$ cat src/rtl/fetch_pkg.sv
// -----------------------------------------------------------------------------
// fetch_pkg
// Shared definitions for the instruction fetch unit: the fetch FSM state
// encoding, the NOP instruction word shown to the decoder when nothing valid
// is held, the default reset fetch address, and a word-alignment helper.
// -----------------------------------------------------------------------------
package fetch_pkg;

   // Fetch FSM states; at most one memory request is outstanding in any state.
   typedef enum logic [2:0] {
      ST_BOOT  = 3'd0,
      ST_FETCH = 3'd1,
      ST_WAIT  = 3'd2,
      ST_HOLD  = 3'd3,
      ST_DROP  = 3'd4
   } fetch_state_e;

   localparam logic [31:0] NOP_INSTR        = 32'h0000_0013;
   localparam logic [31:0] DEFAULT_RESET_PC = 32'h0000_1000;
   localparam logic [31:0] PC_STEP          = 32'd4;

   // Force an address onto a 32-bit word boundary.
   function automatic logic [31:0] word_align(input logic [31:0] addr);
      return {addr[31:2], 2'b00};
   endfunction

endpackage

$ cat src/rtl/pc_reg.sv
// -----------------------------------------------------------------------------
// pc_reg
// Program counter register with a redirect / increment / hold mux.
// A redirect always wins over an increment and loads a word-aligned address.
//
// Ports:
//   clk            in   clock, rising edge
//   rst_n          in   asynchronous active-low reset (pc -> RESET_PC)
//   redirect_i     in   load redirect_pc_i (bits [1:0] cleared)
//   redirect_pc_i  in   redirect target address
//   incr_i         in   advance pc by one word (wraps modulo 2^32)
//   pc_o           out  current pc (registered)
// -----------------------------------------------------------------------------
module pc_reg
   import fetch_pkg::*;
#(
   parameter logic [31:0] RESET_PC = DEFAULT_RESET_PC
) (
   input  logic        clk,
   input  logic        rst_n,
   input  logic        redirect_i,
   input  logic [31:0] redirect_pc_i,
   input  logic        incr_i,
   output logic [31:0] pc_o
);

   logic [31:0] pc_q;
   logic [31:0] pc_d;

   // Next-pc select: redirect has priority, then sequential increment.
   always_comb begin
      pc_d = pc_q;
      if (redirect_i) begin
         pc_d = word_align(redirect_pc_i);
      end else if (incr_i) begin
         pc_d = pc_q + PC_STEP;
      end else begin
         pc_d = pc_q;
      end
   end

   // PC state register.
   always_ff @(posedge clk or negedge rst_n) begin
      if (!rst_n) begin
         pc_q <= RESET_PC;
      end else begin
         pc_q <= pc_d;
      end
   end

   assign pc_o = pc_q;

endmodule

$ cat src/rtl/instruction_fetch.sv
// -----------------------------------------------------------------------------
// instruction_fetch
// Single-outstanding-request instruction fetch unit. Issues one-cycle read
// requests to instruction memory, captures the returned word into an
// instruction register, and holds it for the decoder until accepted.
// Redirects (taken branches/jumps) flush any held or in-flight instruction.
// A wait counter flags a sticky error if memory takes too long to respond.
//
// Ports:
//   clk             in   clock, rising edge
//   rst_n           in   asynchronous active-low reset
//   imem_req        out  one-cycle read request pulse
//   imem_addr       out  word-aligned request address (current pc)
//   imem_rvalid     in   read data valid
//   imem_rdata      in   read data
//   instr_valid     out  instr / instr_pc hold a fetched instruction
//   instr           out  instruction word (NOP when instr_valid is low)
//   instr_pc        out  address of instr
//   instr_ready     in   decoder accepts instr this cycle
//   redirect_valid  in   flush and refetch from redirect_pc
//   redirect_pc     in   new fetch address
//   fetch_err       out  sticky memory-response timeout flag
// -----------------------------------------------------------------------------
module instruction_fetch
   import fetch_pkg::*;
#(
   parameter logic [31:0] RESET_PC       = DEFAULT_RESET_PC,
   parameter int unsigned TIMEOUT_CYCLES = 255
) (
   input  logic        clk,
   input  logic        rst_n,
   output logic        imem_req,
   output logic [31:0] imem_addr,
   input  logic        imem_rvalid,
   input  logic [31:0] imem_rdata,
   output logic        instr_valid,
   output logic [31:0] instr,
   output logic [31:0] instr_pc,
   input  logic        instr_ready,
   input  logic        redirect_valid,
   input  logic [31:0] redirect_pc,
   output logic        fetch_err
);

   localparam logic [7:0] TIMEOUT_C = 8'(TIMEOUT_CYCLES);

   fetch_state_e state_q;
   fetch_state_e state_d;
   logic [31:0]  ir_q;
   logic [31:0]  ir_d;
   logic [31:0]  ipc_q;
   logic [31:0]  ipc_d;
   logic [7:0]   cnt_q;
   logic [7:0]   cnt_d;
   logic         err_q;
   logic         err_d;
   logic         req_q;
   logic         valid_q;
   logic [31:0]  pc_s;
   logic         capture_s;
   logic         waiting_s;
   logic [7:0]   cnt_inc_s;

   // A response is kept only in WAIT and only if no redirect arrives with it.
   assign capture_s = (state_q == ST_WAIT) && imem_rvalid && !redirect_valid;
   assign waiting_s = (state_q == ST_WAIT) || (state_q == ST_DROP);
   assign cnt_inc_s = cnt_q + 8'd1;

   pc_reg #(
      .RESET_PC (RESET_PC)
   ) u_pc_reg (
      .clk           (clk),
      .rst_n         (rst_n),
      .redirect_i    (redirect_valid),
      .redirect_pc_i (redirect_pc),
      .incr_i        (capture_s),
      .pc_o          (pc_s)
   );

   // Next-state logic; redirect is evaluated first in every state.
   always_comb begin
      state_d = state_q;
      case (state_q)
         ST_BOOT: begin
            state_d = ST_FETCH;
         end
         ST_FETCH: begin
            // The request goes out this cycle regardless, so a redirect
            // must still wait for (and discard) its response.
            if (redirect_valid) begin
               state_d = ST_DROP;
            end else begin
               state_d = ST_WAIT;
            end
         end
         ST_WAIT: begin
            if (redirect_valid) begin
               state_d = imem_rvalid ? ST_FETCH : ST_DROP;
            end else if (imem_rvalid) begin
               state_d = ST_HOLD;
            end else begin
               state_d = ST_WAIT;
            end
         end
         ST_HOLD: begin
            if (redirect_valid || instr_ready) begin
               state_d = ST_FETCH;
            end else begin
               state_d = ST_HOLD;
            end
         end
         ST_DROP: begin
            if (imem_rvalid) begin
               state_d = ST_FETCH;
            end else begin
               state_d = ST_DROP;
            end
         end
         default: begin
            state_d = ST_BOOT;
         end
      endcase
   end

   // Instruction register and its pc: loaded on capture, returned to NOP
   // when leaving HOLD so instr always shows NOP while nothing is valid.
   always_comb begin
      ir_d  = ir_q;
      ipc_d = ipc_q;
      if (capture_s) begin
         ir_d  = imem_rdata;
         ipc_d = pc_s;
      end else if ((state_q == ST_HOLD) && (state_d != ST_HOLD)) begin
         ir_d  = NOP_INSTR;
         ipc_d = ipc_q;
      end else begin
         ir_d  = ir_q;
         ipc_d = ipc_q;
      end
   end

   // Wait counter: cleared on any state change (which covers entry to
   // WAIT/DROP), counts while waiting, saturates at the limit. The error
   // flag rises in the same cycle the counter reaches the limit.
   always_comb begin
      cnt_d = cnt_q;
      err_d = err_q;
      if (state_d != state_q) begin
         cnt_d = 8'd0;
      end else if (waiting_s && (cnt_q != TIMEOUT_C)) begin
         cnt_d = cnt_inc_s;
         if (cnt_inc_s == TIMEOUT_C) begin
            err_d = 1'b1;
         end else begin
            err_d = err_q;
         end
      end else begin
         cnt_d = cnt_q;
      end
   end

   // FSM and output registers; req/valid are registered decodes of the
   // next state so they depend on memory inputs only through flops.
   always_ff @(posedge clk or negedge rst_n) begin
      if (!rst_n) begin
         state_q <= ST_BOOT;
         ir_q    <= NOP_INSTR;
         ipc_q   <= 32'h0000_0000;
         cnt_q   <= 8'd0;
         err_q   <= 1'b0;
         req_q   <= 1'b0;
         valid_q <= 1'b0;
      end else begin
         state_q <= state_d;
         ir_q    <= ir_d;
         ipc_q   <= ipc_d;
         cnt_q   <= cnt_d;
         err_q   <= err_d;
         req_q   <= (state_d == ST_FETCH);
         valid_q <= (state_d == ST_HOLD);
      end
   end

   assign imem_req    = req_q;
   assign imem_addr   = pc_s;
   assign instr_valid = valid_q;
   assign instr       = ir_q;
   assign instr_pc    = ipc_q;
   assign fetch_err   = err_q;

endmodule

$ cat config.mk
export PLATFORM = sky130hd
export DESIGN_NAME = instruction_fetch
export DESIGN_NICKNAME = d
export VERILOG_FILES = /design/src/rtl/fetch_pkg.sv /design/src/rtl/pc_reg.sv /design/src/rtl/instruction_fetch.sv
export SDC_FILE = /design/constraint.sdc
export NUM_CORES = 1
export LEC_CHECK = 0
export ABC_AREA = 1
export CORE_UTILIZATION = 43
export CTS_CLUSTER_DIAMETER = 100
export DETAILED_ROUTE_END_ITERATION = 6
export PLACE_DENSITY = 0.77
export SETUP_SLACK_MARGIN = 0.4
export SYNTH_ARGS = -nofsm -noshare
export SYNTH_HDL_FRONTEND = slang
export SYNTH_HIERARCHICAL = 1
export SYNTH_SLANG_ARGS = --single-unit
export TNS_END_PERCENT = 50
$ cat constraint.sdc
create_clock -name clk -period 1.7 [get_ports clk]
set_input_delay 0.34 -clock clk [delete_from_list [all_inputs] [get_ports clk]]
set_output_delay 0.34 -clock clk [all_outputs]
set_load 0.02 [all_outputs]
==> impl_metrics.env, run 1 <==
export IMPL_ant_nets=0
export IMPL_finalCritPeriodShare=0.959
export IMPL_grt_pass1_wl_microns=26700
export IMPL_max_freq_mhz=614
export IMPL_place_inst=1064
export IMPL_worstHoldPathCells=2
export IMPL_path_clk_slew_ps=80
export IMPL_grt_overflow_total=0
export IMPL_grt_max_degree=39
export IMPL_grt_pass1_vias=5430
export IMPL_die_area_sq_um=13400
export IMPL_tightest_slew_ps=534
export IMPL_ys_seq_area_frac=0.486
export IMPL_drt_total_wl_microns=19600
export IMPL_hold_path_class="reg2reg"
export IMPL_antennaDiodeCount=0
export IMPL_switching_share=0.404
export IMPL_syn_mean_instance_area_sq_um=7.70
export IMPL_ys_top_cells_by_area="dfrtp_1, nand2_1, nand3_1, inv_1, nor2_1"
export IMPL_fin_worst_skew_ps=8.66
export IMPL_clk_latency_ps=350
export IMPL_firstDrtPassIters=6
export IMPL_wire_per_inst_microns=16.9
export IMPL_cts_tree="yes"
export IMPL_worstPathRequired_ps=1930
export IMPL_power_frac_clock=0.192
export IMPL_place_area_sq_um=7530
export IMPL_drive_gt1_frac=0.366
export IMPL_place_congestion=0.908
export IMPL_p_sw_w=0.00489
export IMPL_ys_flop_type="dfrtp_1"
export IMPL_crit_type="reg2reg"
export IMPL_power_leakage_nw=4.55
export IMPL_combPwrFrac=0.465
export IMPL_max_cap_viol_count=0
export IMPL_rsz0062_at_grt="true"
export IMPL_h_tree_depth=3
export IMPL_viasPerCell=5.16
export IMPL_synth_top_area_frac=0.467
export IMPL_fin_cells=1159
export IMPL_cts_sink_count=108
export IMPL_area_growth_pct=60.7
export IMPL_finalSetupViolations=0
export IMPL_fp_dieW_microns=116
export IMPL_nets=1054
export IMPL_dp_hpwl_microns=10800
export IMPL_drv_slew=0
export IMPL_r2r_start="u_pc_reg/pc_o[3]"
export IMPL_drc=0
export IMPL_grt_usage=0.259
export IMPL_fin_crit_ps=1630
export IMPL_core_region_area_sq_um=12600
export IMPL_cp_max_fo=6
export IMPL_seq_power_share=0.343
export IMPL_ys_warn_count=6
export IMPL_status="finished clean"
export IMPL_crit_start="u_pc_reg/pc_o[3]"
export IMPL_timing_rr_end="u_pc_reg/pc_o[11]"
export IMPL_timing_final_hold_violations=0
export IMPL_synth_cells=723
export IMPL_ir_worst_vdd_uv=660
export IMPL_hold_start="instr_pc[24]"
export IMPL_worstSetupStartpointType="flop"
export IMPL_end_kind="flop"
export IMPL_intPower_w=0.00723
export IMPL_clk_path_buf_depth=2
export IMPL_num_io_pins=168
export IMPL_rrSetupSlack_ps=70
export IMPL_ys_ff_latch=108
export IMPL_yosys_cell_types_count=29
export IMPL_routed_via_count=5979
export IMPL_antenna_found_initial=0
export IMPL_worstHoldEndpoint="instr_pc[24]"
export IMPL_yosys_area_top_type="dfrtp_1"
export IMPL_relSlewSlack=0.644
export IMPL_netlist_area_sq_um=5570
export IMPL_cp_data_arrival_time_ps=1860
export IMPL_fp_dieH_microns=116
export IMPL_synth_edf_count=0
export IMPL_final_cell_area_sq_um=8950
export IMPL_num_rows=41
export IMPL_ctsRootBufferMaster="clkbuf_16"
export IMPL_reg2regPathDepth=9
export IMPL_synth_async_reset_ratio=1.00
export IMPL_drtIter0Drc=494
export IMPL_io_buffers=163
export IMPL_start_util=0.441
export IMPL_numCtsBuffers=9
export IMPL_cellPowerDensity_nw_per_um2=1350
-- critical path, stage by stage, from the launching register on --
cell and delay [ps]:
dfrtp_1 360, buf_4 110, buf_6 90, nand2_2 60
nor2_4 210, nand2_4 140, nor2_2 200, nand2_1 120
nand3_1 120, nand3_1 90
-- Yosys cell counts (2+ instances only) --
| library cell | instances |
|---|---|
| nand2_1 | 318 |
| dfrtp_1 | 104 |
| nand3_1 | 79 |
| inv_1 | 48 |
| nor2_1 | 45 |
| a22oi_1 | 18 |
| nand2_2 | 13 |
| nor2_2 | 13 |
| buf_4 | 12 |
| nor2_4 | 9 |
| o21ai_0 | 8 |
| o21bai_1 | 7 |
| xor2_1 | 7 |
| buf_6 | 6 |
| buf_2 | 5 |
| dfstp_2 | 4 |
| a21oi_1 | 3 |
| clkbuf_1 | 3 |
| ha_1 | 3 |
| inv_2 | 3 |
| nand2_4 | 3 |
| and2_1 | 2 |
| nand3b_1 | 2 |
| o211ai_1 | 2 |
| o21ai_1 | 2 |
-- timing repair --
action / in CTS / in global routing
setup buffers: 40 / 19
pin swaps: 10 / 60
resized for setup: 472 / 105
cloned: 4 / 15
hold buffers: 1 / 0
hold endpoints to repair: 29 / 0
endpoints found under the setup margin: 200 / 133
-- sequential cells by signal, indices dropped and copies added, names as in the netlist --
register and count:
instr_valid 1, fetch_err 1, instr 32, cnt_q 8, imem_req 1, state_q 3
instr_pc 32, u_pc_reg/pc_o 30
-- cell type report --
cell class | instances | area [sq um]
clock inverters | 5 | 85.1
multi-input cells | 540 | 2880
well taps | 172 | 215
repair inverters | 1 | 8.76
flip-flops and latches | 108 | 2730
inverters | 51 | 211
clock buffers | 11 | 243
repair buffers | 271 | 2570
fillers | 982 | 3670
-- kinds of logic (layout without fill, tap and decap cells) --
group | count (synthesis) | count (layout) | share of synthesized area
compound gates | 40 | 40 | 0.0481
xor+xnor | 7 | 7 | 0.0110
fa+ha+maj | 3 | 3 | 0.00674
buf+inv | 77 | 339 | 0.0692
flops | 108 | 108 | 0.486
other cells | 1 | 2 | 0.000674
simple gates | 487 | 488 | 0.378
-- power groups by stage --
stage                     combinational (W)  sequential (W)  clock, W
after CTS                           0.00502         0.00406   0.00236
after global routing                0.00604         0.00426   0.00248
after detailed placement            0.00514         0.00412         0
final                               0.00564         0.00416   0.00233
after floorplan                     0.00158         0.00518         0
after global placement              0.00507         0.00410         0
-- layer usage --
layer / track usage / wire, microns / vias up
li1: - / - / 2800
met1: 0.327 / 8090 / 2845
met2: 0.439 / 9530 / 277
met3: 0.0528 / 1380 / 57
met4: 0.0940 / 614 / 0
met5: 0 / 0 / -
-- per-stage QoR --
step           setup TNS (ps)  power (W)  setup WS (ps)  hold slack, ps   util
2_1_floorplan               0    0.00676            109            44.4      -
3_3_place_gp           -10750    0.00917           -213             354  0.597
3_5_place_dp           -12120    0.00926           -260             350  0.597
4_1_cts                     0     0.0114            149             479  0.640
5_1_grt                     0     0.0128           36.5             493  0.709
6_report                    0     0.0121           70.0             480  0.709
-- layout by cell type, fill, tap and decap left out, types with 13 or more instances in the layout --
cell type        count
inv_1               47
nand2_1            280
nand3_1             63
nand2_2             39
clkdlybuf4s50_1     65
nor2_1              39
dfrtp_1             87
dfrtp_2             17
buf_6               35
a22oi_2             13
nor2_4              18
nand3_2             16
buf_2               72
nand2_4             14
buf_4               66
clkbuf_16           20
-- how the worst max path moves through the flow --
stage                             end  slack (ps)
finish              u_pc_reg/pc_o[11]          70
global route        u_pc_reg/pc_o[11]          40
floorplan            u_pc_reg/pc_o[4]         110
detailed placement   u_pc_reg/pc_o[9]        -260
global placement    u_pc_reg/pc_o[16]        -210
CTS                          instr[2]         150
(Power assumes the default switching activity.)
==> inputs of run 2 (changes only) <==
--- a/config.mk
+++ b/config.mk
@@ -6,10 +6,11 @@
 export NUM_CORES = 1
 export LEC_CHECK = 0
 export ABC_AREA = 1
-export CORE_UTILIZATION = 43
+export CORE_UTILIZATION = 58
 export CTS_CLUSTER_DIAMETER = 100
 export DETAILED_ROUTE_END_ITERATION = 6
-export PLACE_DENSITY = 0.77
+export DONT_BUFFER_PORTS = 1
+export PLACE_DENSITY_LB_ADDON = 0.08
 export SETUP_SLACK_MARGIN = 0.4
 export SYNTH_ARGS = -nofsm -noshare
 export SYNTH_HDL_FRONTEND = slang
==> run 2 against run 1 <==
Against the previous run: the run now ends with negative hold slack left; die area shrank 25%; sequential share of layout area grew 7.1 points; first-iteration DRC count shrank 42%; routed wire length shrank 15%; core utilization grew 6.8 points; non-clock buffer count shrank 179; clock skew shrank 1.3 ps; largest cell class unchanged.
==> impl_metrics.env, run 2 (synthesis gave the netlist of run 1 again) <==
export IMPL_wl_met2_microns=8350
export IMPL_area_growth_pct=29.5
export IMPL_finalCritPeriodShare=0.953
export IMPL_fp_dieW_microns=100
export IMPL_nFillCells=644
export IMPL_routed_via_count=5286
export IMPL_h_tree_depth=3
export IMPL_grt_pass1_wl_microns=25600
export IMPL_end_kind="flop"
export IMPL_cp_data_arrival_time_ps=1940
export IMPL_crit_type="reg2reg"
export IMPL_clk_path_buf_depth=2
export IMPL_dp_hpwl_microns=9580
export IMPL_grt_overflow_total=0
export IMPL_start_util=0.600
export IMPL_viasPerCell=5.65
export IMPL_ir_worst_vdd_uv=725
export IMPL_seqCellArea_sq_um=2710
export IMPL_worstSetupStartpointType="flop"
export IMPL_drv_slew=0
export IMPL_antenna_found_initial=0
export IMPL_cts_sink_count=108
export IMPL_die_area_sq_um=10000
export IMPL_multi_input_area_sq_um=2890
export IMPL_power_leakage_nw=3.62
export IMPL_max_cap_viol_count=0
export IMPL_path_clk_slew_ps=120
export IMPL_drtIter0Drc=285
export IMPL_clk_latency_ps=370
export IMPL_final_common_cell="nand2_1"
export IMPL_grt_pass1_vias=5260
export IMPL_num_rows=35
export IMPL_ctsRootBufferMaster="clkbuf_8"
export IMPL_cp_num_buf_inv=4
export IMPL_cellPowerDensity_nw_per_um2=1410
export IMPL_core_region_area_sq_um=9280
export IMPL_ant_nets=0
export IMPL_place_area_sq_um=5880
export IMPL_reg2regPathDepth=10
export IMPL_status="finished with violations"
export IMPL_cpLargestDelayFamily="simple AND/OR/NAND/NOR gates"
export IMPL_wl_met3_microns=1290
export IMPL_cts_tree="yes"
export IMPL_max_freq_mhz=617
export IMPL_cp_max_fo=8
export IMPL_grt_max_degree=109
export IMPL_num_io_pins=168
export IMPL_place_inst=866
export IMPL_wire_per_inst_microns=17.7
export IMPL_fin_crit_ps=1620
export IMPL_nets=874
export IMPL_drive_gt1_frac=0.292
export IMPL_path_cells="buf_6 -> nor3_4 -> inv_2 -> nand3_2 -> nand2_2 -> nand2_4 -> buf_6 -> buf_16 -> nand3_2 -> nand2_2"
export IMPL_rsz0062_at_grt="true"
export IMPL_drt_total_wl_microns=16600
export IMPL_io_buffers=0
export IMPL_fin_hold_ws_ps=-349
export IMPL_worstPathRequired_ps=2020
export IMPL_timing_final_hold_violations=108
export IMPL_finalSetupViolations=0
export IMPL_fin_cells=936
export IMPL_final_cell_mix="nand2_1, dfrtp_1, buf_4"
export IMPL_numCtsBuffers=9
export IMPL_place_congestion=0.902
export IMPL_crit_slowest_cell="dfrtp_2"
export IMPL_drc=0
export IMPL_cp_depth=10
export IMPL_slowest_delay_ps=450
export IMPL_fin_worst_skew_ps=7.41
export IMPL_wl_met1_microns=6430
export IMPL_fp_dieH_microns=100
export IMPL_hold_path_class="in2async"
export IMPL_failed_checks="negative hold slack"
export IMPL_grt_usage=0.332
export IMPL_antennaDiodeCount=0
export IMPL_firstDrtPassIters=5
export IMPL_final_cell_area_sq_um=7210
export IMPL_top_layer="met4"
-- run 2: changes by cell type in the layout (fill, tap and decap cells not counted), sizes merged --
cell           delta
inv               +2
dlygate4sd3       -1
dlygate4sd2       -3
bufinv            -2
clkdlybuf4s50    -65
buf             -100
clkbuf           -13
clkinv            +1
bufbuf            +1
-- run 2: power breakdown --
| group | internal (W) | switching (W) |
|---|---|---|
| registers | 0.00349 | 0.00172 |
| clock network | 0.000573 | 0.000996 |
| logic | 0.00152 | 0.00185 |
-- run 2: worst register-to-register path: cells and delay by family (launching register included) --
family / cells / cell delay (ps)
simple gates: 6 / 690
flops: 1 / 450
buf+inv: 4 / 450
-- run 2: worst paths after layout --
| check | startpoint | to | slack [ps] |
|---|---|---|---|
| setup reg to reg | state_q[2] | instr[19] | 80 |
| hold / removal | rst_n | cnt_q[1] | -350 |
| max in group asynchronous | rst_n | instr[1] | 1860 |
| setup / recovery | state_q[2] | instr[19] | 80 |
| hold reg to reg | cnt_q[7] | cnt_q[7] | 530 |
| min in group clk | imem_rdata[18] | instr[18] | 80 |
-- run 2: layout make-up --
cell class / instances / area share
multi-input combinational: 540 / 0.400
inverter: 51 / 0.0283
clock buffer: 9 / 0.0172
tap: 129 / 0.0224
sequential: 108 / 0.376
timing repair buffer: 92 / 0.147
clock inverter: 7 / 0.00972
-- run 2: repair_timing --
action / CTS / global route
buffers inserted: 36 / 7
endpoints found under the hold margin: 108 / 108
cloned: 11 / 0
resized for setup: 98 / 38
pin swaps: 41 / 36
endpoints found under the setup margin: 134 / 139
-- run 2: per-stage QoR --
step                      worst slack [ps]  TNS, ps   util  total power [W]
after global placement                52.8        0  0.633          0.00731
after floorplan                        109        0      -          0.00676
final                                 80.1        0  0.777           0.0101
after global routing                  23.5        0  0.777           0.0106
after CTS                              165        0  0.756          0.00985
after detailed placement             -3.81    -3.81  0.633          0.00746
-- run 2: layer usage --
layer,track usage,vias to the layer above
met5,0,-
met4,0.155,0
met1,0.394,2566
met3,0.0759,50
li1,-,2431
met2,0.573,239
